### src/rtl/alu_pkg.sv
// Shared op codes, FSM state encoding and datapath width for the ALU issue sequencer.
// Op code values match the ALU select encoding directly.
package alu_pkg;
    localparam int DW = 32;

    typedef enum logic [2:0] {
        OP_NOT = 3'b000,
        OP_AND = 3'b001,
        OP_XOR = 3'b010,
        OP_OR  = 3'b011,
        OP_DEC = 3'b100,
        OP_ADD = 3'b101,
        OP_SUB = 3'b110,
        OP_INC = 3'b111
    } op_e;

    typedef enum logic [1:0] {
        IDLE = 2'd0,
        EXEC = 2'd1,
        WB   = 2'd2
    } state_e;
endpackage

### src/rtl/alu_regfile.sv
// Register file: two async read ports, one sync write port, r0 hardwired to zero.
// Latency: reads combinational, writes visible the cycle after the write edge.
module alu_regfile
    import alu_pkg::*;
#(
    parameter int NREG = 8,
    parameter int AW   = $clog2(NREG)
) (
    input  logic          clk,
    input  logic          rst_n,
    input  logic [AW-1:0] ra_addr,
    output logic [DW-1:0] ra_data,
    input  logic [AW-1:0] rb_addr,
    output logic [DW-1:0] rb_data,
    input  logic          wr_en,
    input  logic [AW-1:0] wr_addr,
    input  logic [DW-1:0] wr_data
);
    logic [DW-1:0] rf_q [NREG];

    always_ff @(posedge clk or negedge rst_n) begin
        if (!rst_n) begin
            for (int i = 0; i < NREG; i++) rf_q[i] <= '0;
        end else if (wr_en && (wr_addr != '0)) begin
            rf_q[wr_addr] <= wr_data;
        end
    end

    assign ra_data = (ra_addr == '0) ? '0 : rf_q[ra_addr];
    assign rb_data = (rb_addr == '0) ? '0 : rf_q[rb_addr];
endmodule

### src/rtl/alu_issue_seq.sv
// Issue/writeback sequencer wrapping a combinational ALU into a clocked execute stage.
// Latency: accept -> writeback edge one cycle later; one op per 3 cycles, in_ready low in EXEC/WB.
module alu_issue_seq
    import alu_pkg::*;
#(
    parameter int NREG = 8,
    parameter int AW   = $clog2(NREG)
) (
    input  logic          clk,
    input  logic          rst_n,
    input  logic          in_valid,
    output logic          in_ready,
    input  logic [2:0]    in_op,
    input  logic [AW-1:0] in_rs,
    input  logic [AW-1:0] in_rt,
    input  logic [AW-1:0] in_rd,
    input  logic          ld_valid,
    input  logic [AW-1:0] ld_addr,
    input  logic [DW-1:0] ld_data,
    output logic [DW-1:0] alu_inp1,
    output logic [DW-1:0] alu_inp2,
    output logic [2:0]    alu_sel,
    input  logic [DW-1:0] alu_outp,
    input  logic          alu_overflow,
    output logic          res_valid,
    output logic [DW-1:0] res_data,
    output logic [AW-1:0] res_rd,
    output logic          res_ovf,
    output logic          ovf_sticky
);
    state_e        state_q;
    logic [DW-1:0] inp1_q, inp2_q, res_data_q;
    logic [2:0]    sel_q;
    logic [AW-1:0] rd_q, res_rd_q;
    logic          res_valid_q, res_ovf_q, sticky_q;

    logic [DW-1:0] rs_data, rt_data;
    logic          accept, ld_we, wb_we, wb_ovf;
    logic          rf_we;
    logic [AW-1:0] rf_wa;
    logic [DW-1:0] rf_wd;

    assign in_ready = (state_q == IDLE) && !ld_valid;
    assign accept   = in_valid && in_ready;
    assign ld_we    = (state_q == IDLE) && ld_valid;
    assign wb_we    = (state_q == EXEC);
    // Overflow only has meaning for add; the ALU may flag it on other ops.
    assign wb_ovf   = (sel_q == OP_ADD) && alu_overflow;

    // Load and writeback never coincide: one is IDLE-only, the other EXEC-only.
    always_comb begin
        rf_we = ld_we || wb_we;
        rf_wa = ld_addr;
        rf_wd = ld_data;
        if (wb_we) begin
            rf_wa = rd_q;
            rf_wd = alu_outp;
        end
    end

    alu_regfile #(
        .NREG (NREG),
        .AW   (AW)
    ) u_rf (
        .clk     (clk),
        .rst_n   (rst_n),
        .ra_addr (in_rs),
        .ra_data (rs_data),
        .rb_addr (in_rt),
        .rb_data (rt_data),
        .wr_en   (rf_we),
        .wr_addr (rf_wa),
        .wr_data (rf_wd)
    );

    always_ff @(posedge clk or negedge rst_n) begin
        if (!rst_n) begin
            state_q     <= IDLE;
            inp1_q      <= '0;
            inp2_q      <= '0;
            sel_q       <= '0;
            rd_q        <= '0;
            res_data_q  <= '0;
            res_rd_q    <= '0;
            res_valid_q <= 1'b0;
            res_ovf_q   <= 1'b0;
            sticky_q    <= 1'b0;
        end else begin
            res_valid_q <= (state_q == EXEC);
            case (state_q)
                IDLE: begin
                    if (accept) begin
                        state_q <= EXEC;
                        inp1_q  <= rs_data;
                        inp2_q  <= rt_data;
                        sel_q   <= in_op;
                        rd_q    <= in_rd;
                    end
                end
                EXEC: begin
                    state_q    <= WB;
                    res_data_q <= alu_outp;
                    res_rd_q   <= rd_q;
                    res_ovf_q  <= wb_ovf;
                    if (wb_ovf) sticky_q <= 1'b1;
                end
                WB:      state_q <= IDLE;
                default: state_q <= IDLE;
            endcase
        end
    end

    assign alu_inp1   = inp1_q;
    assign alu_inp2   = inp2_q;
    assign alu_sel    = sel_q;
    assign res_valid  = res_valid_q;
    assign res_data   = res_data_q;
    assign res_rd     = res_rd_q;
    assign res_ovf    = res_ovf_q;
    assign ovf_sticky = sticky_q;
endmodule

### config.mk
export PLATFORM = sky130hd
export DESIGN_NAME = alu_issue_seq
export DESIGN_NICKNAME = d
export VERILOG_FILES = /design/src/rtl/alu_pkg.sv /design/src/rtl/alu_regfile.sv /design/src/rtl/alu_issue_seq.sv
export SDC_FILE = /design/constraint.sdc
export NUM_CORES = 1
export LEC_CHECK = 0
export ABC_AREA = 1
export BUFFER_PORTS_ARGS = -buffer_cell sky130_fd_sc_hd__buf_2
export CORE_ASPECT_RATIO = 1.1
export CORE_UTILIZATION = 45
export CTS_CLUSTER_DIAMETER = 150
export DETAILED_ROUTE_END_ITERATION = 8
export GPL_TIMING_DRIVEN = 0
export PLACE_DENSITY_LB_ADDON = 0.25
export REMOVE_ABC_BUFFERS = 1
export SETUP_SLACK_MARGIN = 0.15
export SLEW_MARGIN = 5
export SYNTH_ARGS = -nofsm -noshare
export SYNTH_HDL_FRONTEND = slang
export SYNTH_SLANG_ARGS = --single-unit
### constraint.sdc
create_clock -name clk -period 3.2 [get_ports clk]
set_input_delay 0.32 -clock clk [delete_from_list [all_inputs] [get_ports clk]]
set_output_delay 0.32 -clock clk [all_outputs]
set_load 0.03 [all_outputs]
### Yosys cells after proc, flatten, opt, wreduce, memory -nomap -nowiden

Index checks and enable logic that the tools add are counted.

| word-level totals | value |
|---|---|
| bits in latches | 0 |
| memories kept | 0 |
| register bits after elaboration | 366 |
| output and inout port bits | 106 |
| word-level logic and storage cells | 57 |
| input port bits | 84 |
| memory bits (writable) | 0 |
| ROM bits | 0 |

| cells by class | value |
|---|---|
| multiplexer cells | 15 |
| bitwise gates (word level) | 3 |
| eq/ne operators | 3 |
| $mul | 0 |
| shifts and indexed selects | 0 |
| reduce and logical (&&, ||, !) cells | 14 |
| add/sub/neg operators | 0 |
| div/mod/pow operators | 0 |
| order comparisons | 4 |

Operators with widths:

| cell | count |
|---|---|
| $bwmux 256 | 1 |
| $mux 32 | 8 |
| $bmux 32 s3 | 2 |
| $demux 32 s3 | 1 |
| $ge 4x4->1 const B | 3 |
| $not 3->4 | 3 |
| $logic_and 1x1->1 | 6 |
| $logic_not 3->1 | 2 |
| $lt 4x1->1 const B | 1 |
| $pmux 2 s2 | 1 |
| $reduce_and 2->1 | 2 |
| $eq 3x3->1 const B | 1 |
| $mux 3 | 1 |
| $reduce_bool 3->1 | 1 |
| $eq 2x1->1 const B | 1 |
| $logic_not 2->1 | 1 |
| $mux 2 | 1 |
| $ne 2x2->1 const B | 1 |
| $logic_not 1->1 | 1 |
| $logic_or 1x1->1 | 1 |

### Depth between registers and ports, before layout

| depth | value |
|---|---|
| depth in word-level cells | 8 |
| gate-level depth with buffers | 10 |
| depth with buffers taken out | 9 |

### By module

From an unflattened synthesis, not the netlist that was laid out.

| unflattened totals | value |
|---|---|
| cell total of the unflattened synthesis | 2835 |
| area total of the unflattened synthesis | 19486.2 µm² |

By module, submodules not included:

| module | seq. area each (µm²) | cells each | instances | area each (µm²) |
|---|---|---|---|---|
| alu_regfile | 6406.1 | 2281 | 1 | 14830.5 |
| alu_issue_seq | 2752.6 | 554 | 1 | 4655.7 |

### Least setup slack after synthesis

Ideal clock, no wire load.

| path | value |
|---|---|
| path kind | reg2reg |
| from | register state_q[1] |
| to | register u_rf.rf_q[46] (netlist name) |
| path buffers | 2 |
| data required time | 3.083 ns |
| slack | 1.649 ns |
| clock period less this slack | 1.551 ns |
| cell stages (with the launch flop) | 11 |
| arrival | 1.434 ns |
| setup time | 0.117 ns |
| cell sequence | dfrtp_1 -> inv_2 -> nand2_1 -> buf_2 -> nand2_1 -> nand2_1 -> nor2_2 -> nand2_1 -> buf_2 -> nand2_1 -> nand2_1 |

| on the way | value |
|---|---|
| word-level cells in the longest chain between the ends | 8 |
| elaborated cells on any way between the ends | 15 |
| classes of those cells | order compare: 2; eq/ne: 1; mux: 5; bitwise: 1; reduce/logical: 6 |

RTL lines:

| item | line | text |
|---|---|---|
| start: declaration | alu_issue_seq.sv:31 | `state_e state_q;` |
| start signal: assignment | alu_issue_seq.sv:78 | `state_q <= IDLE;` |
| start signal: assignment | alu_issue_seq.sv:93 | `state_q <= EXEC;` |
| start signal: assignment | alu_issue_seq.sv:101 | `state_q <= WB;` |
| $eq 2x1->1 | alu_issue_seq.sv:46 | `assign wb_we = (state_q == EXEC);` |
| $mux 3 | alu_issue_seq.sv:55 | `if (wb_we) begin` |
| $not 3->4 (not written as such) | alu_regfile.sv:25 | `rf_q[wr_addr] <= wr_data;` |
| $ge 4x4->1 (not written as such) or $lt 4x1->1 (tied branches) | alu_regfile.sv:25 |  |
| $logic_and 1x1->1 (not written as such) | alu_regfile.sv:25 |  |
| $mux 32 (not written as such) | alu_regfile.sv:25 |  |
| $demux 32 s3 | alu_regfile.sv:25 |  |
| $bwmux 256 | alu_regfile.sv:25 |  |
| end signal: indexed assignment | alu_regfile.sv:25 |  |
| end: declaration | alu_regfile.sv:19 | `logic [DW-1:0] rf_q [NREG];` |

Several ways; a longest one is shown, not always the timed one.
A chain may end at the register's enable or synchronous reset.

### Worst setup path after layout

| path | value |
|---|---|
| from | input port in_rt[2] |
| to | register inp2_q[25], in the netlist alu_inp2[25] |

| on the way | value |
|---|---|
| word-level cells in the longest chain between the ends | 5 |
| elaborated cells on any way between the ends | 6 |
| classes of those cells | mux: 4; bitwise: 1; reduce/logical: 1 |

RTL lines:

| item | line | text |
|---|---|---|
| start: declaration | alu_issue_seq.sv:15 | `input logic [AW-1:0] in_rt,` |
| $not 3->4 (not written as such) | alu_regfile.sv:30 | `assign rb_data = (rb_addr == '0) ? '0 : rf_q[rb_addr];` |
| $bmux 32 s3 | alu_regfile.sv:30 |  |
| $mux 32 (not written as such) (2 in a row) | alu_regfile.sv:30 |  |
| $mux 32 (*) | alu_regfile.sv:30 |  |
| end signal: assignment | alu_issue_seq.sv:95 | `inp2_q <= rt_data;` |
| end: declaration | alu_issue_seq.sv:32 | `logic [DW-1:0] inp1_q, inp2_q, res_data_q;` |

Every way passes the cells marked *; elsewhere a longest branch is shown, timed or not. The select of a mux whose other input is x is not followed.

==> flow_results.org <==
** Yosys
- Of the total synthesized cell area, the portion taken by XOR and XNOR cells is 0.
- Post-synthesis instance area :: 0.0175 mm2
- Proportion of synthesized chip area in sequential cells :: 0.479
- Cell type with the highest aggregate area in the netlist :: sky130_fd_sc_hd__dfrtp_1
- Synthesized-area fraction occupied by adder cells :: 0
- Simple-gate share of the synthesized area :: 0.404
- After synthesis, the largest family of logic cells by area is simple AND/OR/NAND/NOR gates.
- Synthesis warning total :: 0
- Proportion of netlist area held by the largest area contributor :: 0.479
- After synthesis the netlist holds a flip-flop and latch count of 334.
- Yosys attributes the largest share of cell area to sky130_fd_sc_hd__dfrtp_1, sky130_fd_sc_hd__nand2_1, sky130_fd_sc_hd__nand3_1.
- After synthesis, the netlist uses 19 different library cells.
- Share of synthesized area spent on multiplexers :: 0
- The share of the synthesized area in compound gates (AO/OA/AOI/OAI) came to 0.0398.
- Instance count of the mapped netlist :: 2572
- Avg Synthesized Cell Area :: 6.79 um2

** Power
- The design draws 15100 uW.
- Cell leakage power :: 0.0115 uW
- VDD sags by at most 0.645 mV.
- Power per Cell Area :: 727 mW/mm2

** Placement
- Detailed placement finished with a half-perimeter wire length of 31700 um.
- Port Buf Inserts :: 189
- The congestion estimate from routability-driven global placement came to 0.781.
- The placed instances occupy a cell area of 0.0190 mm2.

** Setup path
- Setup crit end kind :: flop
- Crit-path max FO :: 36
- The worst register-to-register path has a depth of 10.
- For the worst setup path, the data arrival time is 3.42 ns.
- Data required time of the worst path :: 3.61 ns
- Kind of launch point of the worst setup path :: input pin
- The worst setup path is of the in2reg kind.

** CTS
- Clock slew at reported path FFs :: 0.06 ns
- Deepest level of the CTS H-tree :: 2
- Source-to-sink clock delay at the later pin of the worst-skew pair :: 0.54 ns
- Clk buf depth :: 3
- The tree built by TritonCTS fans out to 334 sinks.
- Counting the buffers created by CTS gives 38.
- CTS tree :: yes
- In this run the clock root is driven by a sky130_fd_sc_hd__clkbuf_16.

** Outcome
- Run status :: complete, no violations

** STA
- Across all hold checks on the routed design, the worst slack comes to 0.0131 ns.
- The max-slew violation total from the final report is 0.
- Slew @ Worst Pin :: 1.41 ns
- For this run, the top clock speed supported by timing is 0.332 GHz.
- Final number of setup-violating endpoints :: 0
- Setup repair after global routing left no endpoint under its margin.
- Layout Skew :: 0.0156 ns
- Final Hold Viols :: 0
- The worst pin sits at a relative slew slack of 0.0599.
- The worst path in the final design needs a cycle of 3.01 ns, including I/O delays and setup.
- In the finished design, the share of the clock period the worst path needs comes to 0.941.
- Setup tns final :: 0 ns

** Hold path
- The tightest min-delay check is of the in2reg type.
- Number of cells on the worst hold path :: 3

** Global routing
- In the global route stage, overall resource usage came out at 0.298.
- Number of global-route vias before repair :: 16400
- Entering global routing, the biggest net connects 116 pins.
- The first global-routing pass estimated 91500 um of wire.
- The number of antenna violations at the first check in global routing was 2.
- Residual overflow from global routing :: 0

** Floorplanning
- From left edge to right edge, the die measures 190 um.
- The total area inside the core boundary comes to 0.0382 mm2.
- The floorplan has 75 rows.
- For this configuration, the core starts out at a cell density of 0.457.
- The die covers 0.0396 mm2.
- Top-level port count :: 190
- The floorplan step set the die height to 209 um.

** Run
- Max-capacitance violation count :: 0

** Final layout
- Fill cells in the final layout number 3635.
- In the final layout, the share of cells above drive strength 1 is 0.112.
- Area used by multi-input combinational logic :: 0.00788 mm2
- Measured on the finished design, the core utilization comes to 0.543.
- Area growth, synth to finish :: 18.8%
- Registers take 0.00836 mm2.
- Final cell area excluding filler cells :: 0.0207 mm2
- Net count, final :: 2799

** Detailed routing
- Dividing the detail-routed wire length by the instance count gives 18.4 um.
- Summing over every cut layer, the via total after detailed routing is 17400.
- The first routing iteration left 2076 violations.
- DRC errors left :: 0
- After detailed routing, the number of vias per cell comes to 5.38.
- DR pass1 iterations :: 5
- Summed over all layers, the routed wires come to 59500 um.
- In this run the remaining antenna-violating nets after routing total 0.
[power by group]
part | internal [uW] | total, uW | switching (uW)
logic | 1360 | 4200 | 2840
clock network | 2710 | 4480 | 1770
registers | 5510 | 6390 | 880
[Yosys cell counts]
library cell and count:
sky130_fd_sc_hd__nor2_2 5, sky130_fd_sc_hd__nor3_1 20, sky130_fd_sc_hd__o21ai_0 64, sky130_fd_sc_hd__inv_2 6, sky130_fd_sc_hd__o21ai_2 1, sky130_fd_sc_hd__o21ai_1 1
sky130_fd_sc_hd__clkbuf_1 69, sky130_fd_sc_hd__buf_1 12, sky130_fd_sc_hd__buf_2 71, sky130_fd_sc_hd__nand4_1 1, sky130_fd_sc_hd__nand3_1 293, sky130_fd_sc_hd__clkinv_1 5
sky130_fd_sc_hd__nand2_2 2, sky130_fd_sc_hd__inv_1 174, sky130_fd_sc_hd__nor2_4 3, sky130_fd_sc_hd__a21oi_1 72, sky130_fd_sc_hd__dfrtp_1 334, sky130_fd_sc_hd__nor2_1 128
sky130_fd_sc_hd__nand2_1 1311
[cell families (layout without fill, tap and decap cells)]
group	count (synthesis)	in the layout
compound gates	138	138
buf+inv	337	500
flops	334	334
other cells	0	2
simple gates	1763	1767
[routing by layer]
layer / up-vias / routed length [um] / part of all wire / GRT usage
met5: - / 0 / 0 / 0
met4: 0 / 1950 / 0.033 / 0.115
met3: 135 / 5610 / 0.094 / 0.0514
met2: 874 / 27700 / 0.47 / 0.491
met1: 8225 / 24200 / 0.41 / 0.391
li1: 8213 / - / - / -
[through the flow]
stage	instances	setup slack [ns]
after CTS	3237	0.209
final	3241	0.187
after detailed placement	3131	-0.352
after floorplan	2420	-1.10
after global placement	3109	-4.88
after global routing	3239	0.167
[path summary, 6_finish.rpt]
kind / endpoint / slack, ns / startpoint
setup / recovery: alu_inp2[25]$_DFFE_PN0P_ / 0.19 / in_rt[2]
hold / removal: res_data[28]$_DFFE_PN0P_ / 0.01 / alu_outp[28]
setup reg to reg: u_rf.rf_q[13]$_DFFE_PN0P_ / 0.27 / state_q[1]$_DFFE_PN0P_
hold reg to reg: ovf_sticky$_DFFE_PN0P_ / 0.45 / ovf_sticky$_DFFE_PN0P_
max in group asynchronous: alu_sel[1]$_DFFE_PN0P_ / 1.60 / rst_n
min in group asynchronous: u_rf.rf_q[62]$_DFFE_PN0P_ / 0.20 / rst_n
[flip-flops by register name (all words and copies together), names as in the netlist]
register    count
alu_inp2       32
u_rf.rf_q     224
res_valid       1
res_rd          3
res_data       32
alu_sel         3
ovf_sticky      1
alu_inp1       32
res_ovf         1
state_q         2
rd_q            3
[worst max-delay path, cell delays in order]
cell and delay [ns]:
sky130_fd_sc_hd__buf_2 0.74, sky130_fd_sc_hd__nand2_1 0.62, sky130_fd_sc_hd__inv_1 1.14, sky130_fd_sc_hd__nand3_1 0.17, sky130_fd_sc_hd__nand3_1 0.23, sky130_fd_sc_hd__o21ai_0 0.12
[area by class of cell]
cell class / instances / area share
tap: 500 / 0.0302
antenna: 2 / 0.000241
inverter: 185 / 0.0352
multi-input combinational: 1905 / 0.380
sequential: 334 / 0.403
timing repair buffer: 251 / 0.0900
clock buffer: 59 / 0.0576
clock inverter: 5 / 0.00362
[what timing repair did]
item,CTS,global route
endpoints found under the hold margin,227,0
pin swaps,3,2
resized for setup,7,2
setup buffers,6,1
endpoints found under the setup margin,206,38
cloned,3,1
hold buffers,33,0
[cell usage in the layout, fill, tap and decap left out, types with 20 or more instances in the layout]
cell type,n
sky130_fd_sc_hd__nand2_1,1303
sky130_fd_sc_hd__dfrtp_1,334
sky130_fd_sc_hd__nand3_1,293
sky130_fd_sc_hd__buf_2,186
sky130_fd_sc_hd__inv_1,174
sky130_fd_sc_hd__nor2_1,125
sky130_fd_sc_hd__a21oi_1,72
sky130_fd_sc_hd__o21ai_0,64
sky130_fd_sc_hd__clkbuf_16,41
sky130_fd_sc_hd__dlygate4sd3_1,33
sky130_fd_sc_hd__nor3_1,20
(Power assumes the default switching activity.)
